<file path="config.mk">
export PLATFORM = sky130hd
export DESIGN_NAME = output_compare_fifo
export DESIGN_NICKNAME = d
export VERILOG_FILES = /design/src/rtl/io_timer_pkg.sv /design/src/rtl/oc_fifo_mem.sv /design/src/rtl/output_compare_fifo.sv
export SDC_FILE = /design/constraint.sdc
export NUM_CORES = 1
export LEC_CHECK = 0
export ABC_AREA = 1
export CORE_ASPECT_RATIO = 1.25
export CORE_MARGIN = 10
export CORE_UTILIZATION = 55
export CTS_CLUSTER_DIAMETER = 100
export DETAILED_ROUTE_END_ITERATION = 16
export PLACE_DENSITY = 0.81
export SLEW_MARGIN = 20
export SYNTH_ARGS = -nofsm -noshare
export SYNTH_HDL_FRONTEND = slang
export SYNTH_SLANG_ARGS = --single-unit
</file>
<file path="constraint.sdc">
create_clock -name clk -period 4.2 [get_ports clk]
set_clock_uncertainty 0.2 [all_clocks]
set_input_delay 0.63 -clock clk [delete_from_list [all_inputs] [get_ports clk]]
set_output_delay 0.63 -clock clk [all_outputs]
set_load 0.005 [all_outputs]
</file>
<file path="src/rtl/io_timer_pkg.sv">
// Shared timer-bus definitions for the capture/compare FIFOs: timer select,
// output-compare actions, compare FSM states and the timer match helper.
package io_timer_pkg;

  localparam int unsigned TMR_W = 16;
  localparam int unsigned CMP_W = 2 * TMR_W;

  localparam logic [1:0] TMR_OFF = 2'd0;
  localparam logic [1:0] TMR0    = 2'd1;
  localparam logic [1:0] TMR1    = 2'd2;
  localparam logic [1:0] TMR32   = 2'd3;

  localparam logic [1:0] OC_TOGGLE = 2'd0;
  localparam logic [1:0] OC_SET    = 2'd1;
  localparam logic [1:0] OC_CLEAR  = 2'd2;
  localparam logic [1:0] OC_PULSE  = 2'd3;

  typedef enum logic [1:0] {
    ST_IDLE  = 2'd0,
    ST_LOAD  = 2'd1,
    ST_ARMED = 2'd2
  } oc_state_e;

  // Upper compare half only participates in the concatenated 32-bit mode.
  function automatic logic oc_hit(input logic [1:0] sel, input logic [CMP_W-1:0] cmp,
                                  input logic [TMR_W-1:0] t0, input logic [TMR_W-1:0] t1);
    logic hit;
    hit = 1'b0;
    case (sel)
      TMR0:    hit = (t0 == cmp[TMR_W-1:0]);
      TMR1:    hit = (t1 == cmp[TMR_W-1:0]);
      TMR32:   hit = ({t1, t0} == cmp);
      default: hit = 1'b0;
    endcase
    return hit;
  endfunction

endpackage

</file>
<file path="src/rtl/oc_fifo_mem.sv">
// Circular compare-value buffer with registered empty / not-full flags.
// Fullness for write acceptance is judged on the pre-edge count.
module oc_fifo_mem #(
  parameter int unsigned DEPTH = 20,
  parameter int unsigned DW    = 32
) (
  input  logic          clk,
  input  logic          rst,
  input  logic          i_wr,
  input  logic          i_rd,
  input  logic [DW-1:0] i_wdata,
  output logic [DW-1:0] o_rdata_c,
  output logic          o_empty,
  output logic          o_nfull
);

  localparam int unsigned PW = (DEPTH > 1) ? $clog2(DEPTH) : 1;
  localparam int unsigned CW = $clog2(DEPTH + 1);

  logic [DW-1:0] r_mem [DEPTH];
  logic [PW-1:0] r_wr_ptr;
  logic [PW-1:0] r_rd_ptr;
  logic [CW-1:0] r_count;
  logic [CW-1:0] w_count_nxt;
  logic          w_wr_ok;
  logic          w_rd_ok;

  function automatic logic [PW-1:0] ptr_inc(input logic [PW-1:0] p);
    return (p == PW'(DEPTH - 1)) ? '0 : p + PW'(1);
  endfunction

  assign w_wr_ok     = i_wr && (r_count != CW'(DEPTH));
  assign w_rd_ok     = i_rd && (r_count != '0);
  assign w_count_nxt = r_count + CW'(w_wr_ok) - CW'(w_rd_ok);
  assign o_rdata_c   = r_mem[r_rd_ptr];

  always_ff @(posedge clk or posedge rst) begin
    if (rst) begin
      r_wr_ptr <= '0;
      r_rd_ptr <= '0;
      r_count  <= '0;
      o_empty  <= 1'b1;
      o_nfull  <= 1'b1;
    end else begin
      if (w_wr_ok) r_wr_ptr <= ptr_inc(r_wr_ptr);
      if (w_rd_ok) r_rd_ptr <= ptr_inc(r_rd_ptr);
      r_count <= w_count_nxt;
      o_empty <= (w_count_nxt == '0);
      o_nfull <= (w_count_nxt != CW'(DEPTH));
    end
  end

  // Storage carries no reset; the pointers define which entries are valid.
  always_ff @(posedge clk) begin
    if (w_wr_ok) r_mem[r_wr_ptr] <= i_wdata;
  end

endmodule

</file>
<file path="src/rtl/output_compare_fifo.sv">
// Output-compare unit: queued compare values drive `outs` on timer match.
// Optional OC_IRQ_EN adds a one-cycle `oc_irq` pulse per match.
module output_compare_fifo
  import io_timer_pkg::*;
#(
  parameter int unsigned FIFO_LENGTH = 20,
  parameter logic        OUT_INIT    = 1'b0
) (
  input  logic             clk,
  input  logic             rst,
  input  logic [1:0]       OCTMR,
  input  logic [1:0]       OCM,
  input  logic [TMR_W-1:0] t_val_bi_0,
  input  logic [TMR_W-1:0] t_val_bi_1,
  input  logic             wr_i,
  input  logic [CMP_W-1:0] OCBUF,
  output logic             outs,
  output logic             OCBE,
  output logic             OCBNF,
  output logic             OCOV,
  output logic             busy
`ifdef OC_IRQ_EN
  ,
  output logic             oc_irq
`endif
);

  oc_state_e        r_state;
  oc_state_e        w_state_nxt;
  logic [CMP_W-1:0] r_cmp;
  logic [CMP_W-1:0] w_rdata;
  logic             r_pulse;
  logic             w_pop;
  logic             w_match;
  logic             w_outs_nxt;
  logic             w_pulse_nxt;
  logic             w_ocov_nxt;

  oc_fifo_mem #(
    .DEPTH (FIFO_LENGTH),
    .DW    (CMP_W)
  ) u_fifo (
    .clk       (clk),
    .rst       (rst),
    .i_wr      (wr_i),
    .i_rd      (w_pop),
    .i_wdata   (OCBUF),
    .o_rdata_c (w_rdata),
    .o_empty   (OCBE),
    .o_nfull   (OCBNF)
  );

  // Next state, pop request and pin action.
  always_comb begin
    w_state_nxt = r_state;
    w_pop       = 1'b0;
    w_match     = 1'b0;
    w_outs_nxt  = r_pulse ? 1'b0 : outs;
    w_pulse_nxt = 1'b0;
    w_ocov_nxt  = OCOV;

    if (OCTMR == TMR_OFF) begin
      w_state_nxt = ST_IDLE;
    end else begin
      case (r_state)
        ST_IDLE: if (!OCBE) w_state_nxt = ST_LOAD;
        ST_LOAD: begin
          w_pop       = 1'b1;
          w_state_nxt = ST_ARMED;
        end
        ST_ARMED: if (oc_hit(OCTMR, r_cmp, t_val_bi_0, t_val_bi_1)) begin
          w_match     = 1'b1;
          w_state_nxt = OCBE ? ST_IDLE : ST_LOAD;
        end
        default: w_state_nxt = ST_IDLE;
      endcase
    end

    if (w_match) begin
      case (OCM)
        OC_TOGGLE: w_outs_nxt = ~outs;
        OC_SET:    w_outs_nxt = 1'b1;
        OC_CLEAR:  w_outs_nxt = 1'b0;
        OC_PULSE: begin
          w_outs_nxt  = 1'b1;
          w_pulse_nxt = 1'b1;
        end
      endcase
    end

    if (wr_i && !OCBNF)                  w_ocov_nxt = 1'b1;
    else if (OCTMR == TMR_OFF && !wr_i)  w_ocov_nxt = 1'b0;
  end

  always_ff @(posedge clk or posedge rst) begin
    if (rst) begin
      r_state <= ST_IDLE;
      r_cmp   <= '0;
      r_pulse <= 1'b0;
      outs    <= OUT_INIT;
      OCOV    <= 1'b0;
      busy    <= 1'b0;
    end else begin
      r_state <= w_state_nxt;
      if (w_pop) r_cmp <= w_rdata;
      r_pulse <= w_pulse_nxt;
      outs    <= w_outs_nxt;
      OCOV    <= w_ocov_nxt;
      busy    <= (w_state_nxt == ST_ARMED);
    end
  end

`ifdef OC_IRQ_EN
  // A match that drains the last entry is also the empty event: one pulse covers both.
  always_ff @(posedge clk or posedge rst) begin
    if (rst) oc_irq <= 1'b0;
    else     oc_irq <= w_match;
  end
`endif

endmodule
</file>
==> impl_summary.txt <==
----------------------------------------------------
[Synthesis]
  Post-synthesis instance area ... 28400 um^2
  Number of different library cells in the post-synthesis netlist ... 32
  #FFs+latches synth ... 695
  Async set or reset register ratio after synthesis ... 7.91%
  Net count after synthesis ... 2445
  Average instance area after synthesis ... 12.0 um^2
  Largest area contributor in the netlist ... sky130_fd_sc_hd__edfxtp_1
  Most frequent cells after synthesis ... sky130_fd_sc_hd__edfxtp_1 (640), sky130_fd_sc_hd__nand2_1 (382), sky130_fd_sc_hd__nor2_1 (374)
  Area share of the largest cell type after synthesis ... 67.7%
  Post-synth EDFFs ... 640
  Syn Inst Count ... 2359
  Count of yosys warnings during synthesis ... 0
  Ranking of synthesized cells by area ... sky130_fd_sc_hd__edfxtp_1 (68%), sky130_fd_sc_hd__nand2_1 (5.1%), sky130_fd_sc_hd__nor2_1 (4.9%)
  Most frequently used cell type in the post-synthesis netlist ... sky130_fd_sc_hd__edfxtp_1
  Main flop type after synthesis ... sky130_fd_sc_hd__edfxtp_1
  Register area share after synthesis ... 72.5%

[Status]
  Status ... complete, no violations

[Timing]
  Final min period ... 3180 ps
  Count of final setup violators ... 0
  Final period utilization ... 75.6%
  Transition time at the pin with the least slew margin ... 1100 ps
  Final setup TNS ... 0 ps
  Worst slew slack as a fraction of its limit ... 26.3%
  Achievable clock frequency ... 315 MHz
  Unrepaired setup endpoints after global routing ... no
  Final Hold Viols ... 0
  Max Slew Vio Count ... 0

[Route]
  Total wirelength of the detailed-routed design ... 71.0 mm
  Remaining number of nets flagged by the antenna check after routing ... 0
  1st-iter DRT viols ... 2559
  Via-to-Cell Ratio ... 6.16
  DRC viols ... 0
  Number of vias in the routed layout ... 19.3k
  Average routed wire per standard cell ... 22.7 um
  Number of iterations in the first detailed-routing pass ... 6

[Die]
  Die footprint ... 61200 um^2
  Core region area ... 51300 um^2
  # IOs ... 76
  Starting utilization of the core area ... 55.3%
  DIE HEIGHT ... 274 um
  Die X-Extent ... 223 um
  Row count ... 93

[GRT]
  Global routing usage summed across all routing layers ... 22.5%
  Grt ovf ... 0
  Pin count of the biggest net entering global routing ... 147
  Via count of the first global-routing pass ... 18.9k
  Initial antenna violation count ... 3
  Global-route wire length before repair ... 107 mm

[Clock network]
  Number of buffers created by CTS ... 58
  Clock tree from TritonCTS ... built
  Maximum number of buffers from clock root to sink ... 3
  Clock latency at the later pin of the worst-skew pair ... 600 ps
  CTS resizes ... 0
  Clock tree sinks ... 695
  Buffers inserted during post-CTS setup optimization ... 0
  Worst-path clk slew ... 70 ps
  Maximum level of the CTS H-tree ... 2
  Hold-fix buffers at CTS ... 0
  Clock root buffer ... sky130_fd_sc_hd__clkbuf_16

[Setup path]
  Worst-path cell with the longest stage delay ... sky130_fd_sc_hd__fa_1
  R2R setup slack ... 1140 ps
  Critical path startpoint ... OCTMR[0]
  List of cells traversed by the critical path ... clkdlybuf4s50_1 -> inv_1 -> ha_1 -> inv_1 -> nand3_1 -> inv_1 -> nand2_1 -> clkinv_1 -> ha_1 -> inv_1 -> ha_1 -> inv_1 -> fa_1 -> inv_1 -> or2_2 -> nor4_1
  Critical path endpoint category ... flip-flop
  Most common cell type on the critical path ... sky130_fd_sc_hd__inv_1
  Worst path max stage delay ... 500 ps
  Largest driver fanout on the critical path ... 3
  Type of origin of the critical path ... primary input
  Required time of the worst setup path ... 4500 ps
  Start-to-end type of the worst setup path ... in2reg
  CP arrival ... 3480 ps
  Worst flop-to-flop path startpoint ... u_fifo.r_rd_ptr[0]

[Finish]
  Area growth, synth to finish ... 12.8%
  Finished Core Util ... 62.4%
  Fill cells ... 3554
  Footprint of the multi-input gates ... 6870 um^2
  Number of nets in the layout ... 2498
  Filler-free cell count of the finished design ... 3128
  Proportion of layout cells with a drive suffix above 1 ... 7.23%
  Area occupied by registers ... 20600 um^2

[Min path]
  Worst min-delay path class ... in2async

[Place]
  Final GP Congestion ... 0.906
  Estimated wirelength of the detail-placed design ... 42.1 mm
  Number of port buffers ... 75
  Number of instances in the placed design ... 3017

[Power]
  Max IR drop VDD ... 350 uV
  Power per cell area ... 654 nW/um^2
  LEAKAGE ... 11.2 nW

[Flow run]
  Number of max-cap violations ... 0

----------------------------------------------------
-- cells in the final DEF, fill, tap and decap left out, types with 14 or more instances in the layout --
master and instances:
sky130_fd_sc_hd__edfxtp_1 640, sky130_fd_sc_hd__nand2_1 382, sky130_fd_sc_hd__nor2_1 354, sky130_fd_sc_hd__o21ai_0 238
sky130_fd_sc_hd__nand3_1 170, sky130_fd_sc_hd__inv_1 99, sky130_fd_sc_hd__clkdlybuf4s50_1 75, sky130_fd_sc_hd__clkbuf_16 59
sky130_fd_sc_hd__o211ai_1 56, sky130_fd_sc_hd__dfrtp_1 51, sky130_fd_sc_hd__buf_4 44, sky130_fd_sc_hd__o21ai_1 43
sky130_fd_sc_hd__o221ai_1 40, sky130_fd_sc_hd__o22ai_1 34, sky130_fd_sc_hd__nand4_1 33, sky130_fd_sc_hd__nor2_4 20
sky130_fd_sc_hd__clkinv_2 17, sky130_fd_sc_hd__ha_1 14
-- path summary, 6_finish.rpt --
path,to,depth (start not counted)
max in group asynchronous,u_fifo.o_nfull,3
worst max-delay path,u_fifo.o_empty,16
worst max register to register,r_cmp[5],8
worst min-delay path,u_fifo.r_rd_ptr[3],2
min in group clk,outs,3
worst min register to register,outs,3
-- logic make-up after synthesis --
kind of cell               Yosys count  share of synthesized area, %
xor gates and xnor gates            13                         0.401
AOI/OAI and AO/OA                  425                          8.68
DFF                                695                          72.5
buffers and inverters              243                          3.78
adders and majority gates           15                         0.688
and+or+nand+nor                    968                          13.9
-- power by group --
part | total, mW | leakage (nW) | internal, mW | switching (mW)
clock | 5.57 | 0.968 | 3.19 | 2.38
combinational | 6.68 | 3.74 | 1.98 | 4.71
sequential | 8.68 | 6.44 | 8.22 | 0.467
-- worst max-delay path, delay by kind of cell --
kind	cells	cell delay, ps
AND/OR/NAND/NOR	4	770
adder cells (fa/ha/maj)	4	1170
buffers and inverters	8	900
-- cell type report --
cell class	count	share of cell area [%]
Clock buffer	65	4.68
Antenna cell	2	0.0156
Tap cell	665	2.60
Clock inverter	44	1.50
Sequential cell	695	64.4
Inverter	105	1.26
Timing Repair Buffer	131	4.13
Multi-Input combinational cell	1421	21.5
-- routing by layer --
metal	share of wire, %	routed length [um]	global-route usage [%]	vias up
met5	0.018	13	0	-
met2	49	35100	38.3	1206
met1	36	25200	27.5	9310
met4	4.6	3300	11.0	2
li1	-	-	-	8523
met3	10	7390	3.69	231
-- per-stage QoR --
step | cell area (um^2) | total power [mW] | setup slack (ps) | hold slack [ps]
final | 32000 | 20.9 | 1020 | 299
after global routing | 32000 | 21.9 | 779 | 341
after floorplan | 28400 | 13.1 | 841 | 249
after CTS | 32000 | 20.8 | 1010 | 318
after global placement | 30000 | 15.0 | 445 | 274
after detailed placement | 30000 | 15.3 | 419 | 300
-- sequential cells by signal (all words and copies together), names as in the netlist --
signal and cells:
u_fifo.r_mem 640, r_pulse 1, OCOV 1, u_fifo.r_count 5, r_cmp 32, r_state 2
outs 1, u_fifo.r_wr_ptr 5, u_fifo.r_rd_ptr 5, busy 1, u_fifo.o_empty 1, u_fifo.o_nfull 1
(Power assumes the default switching activity.)
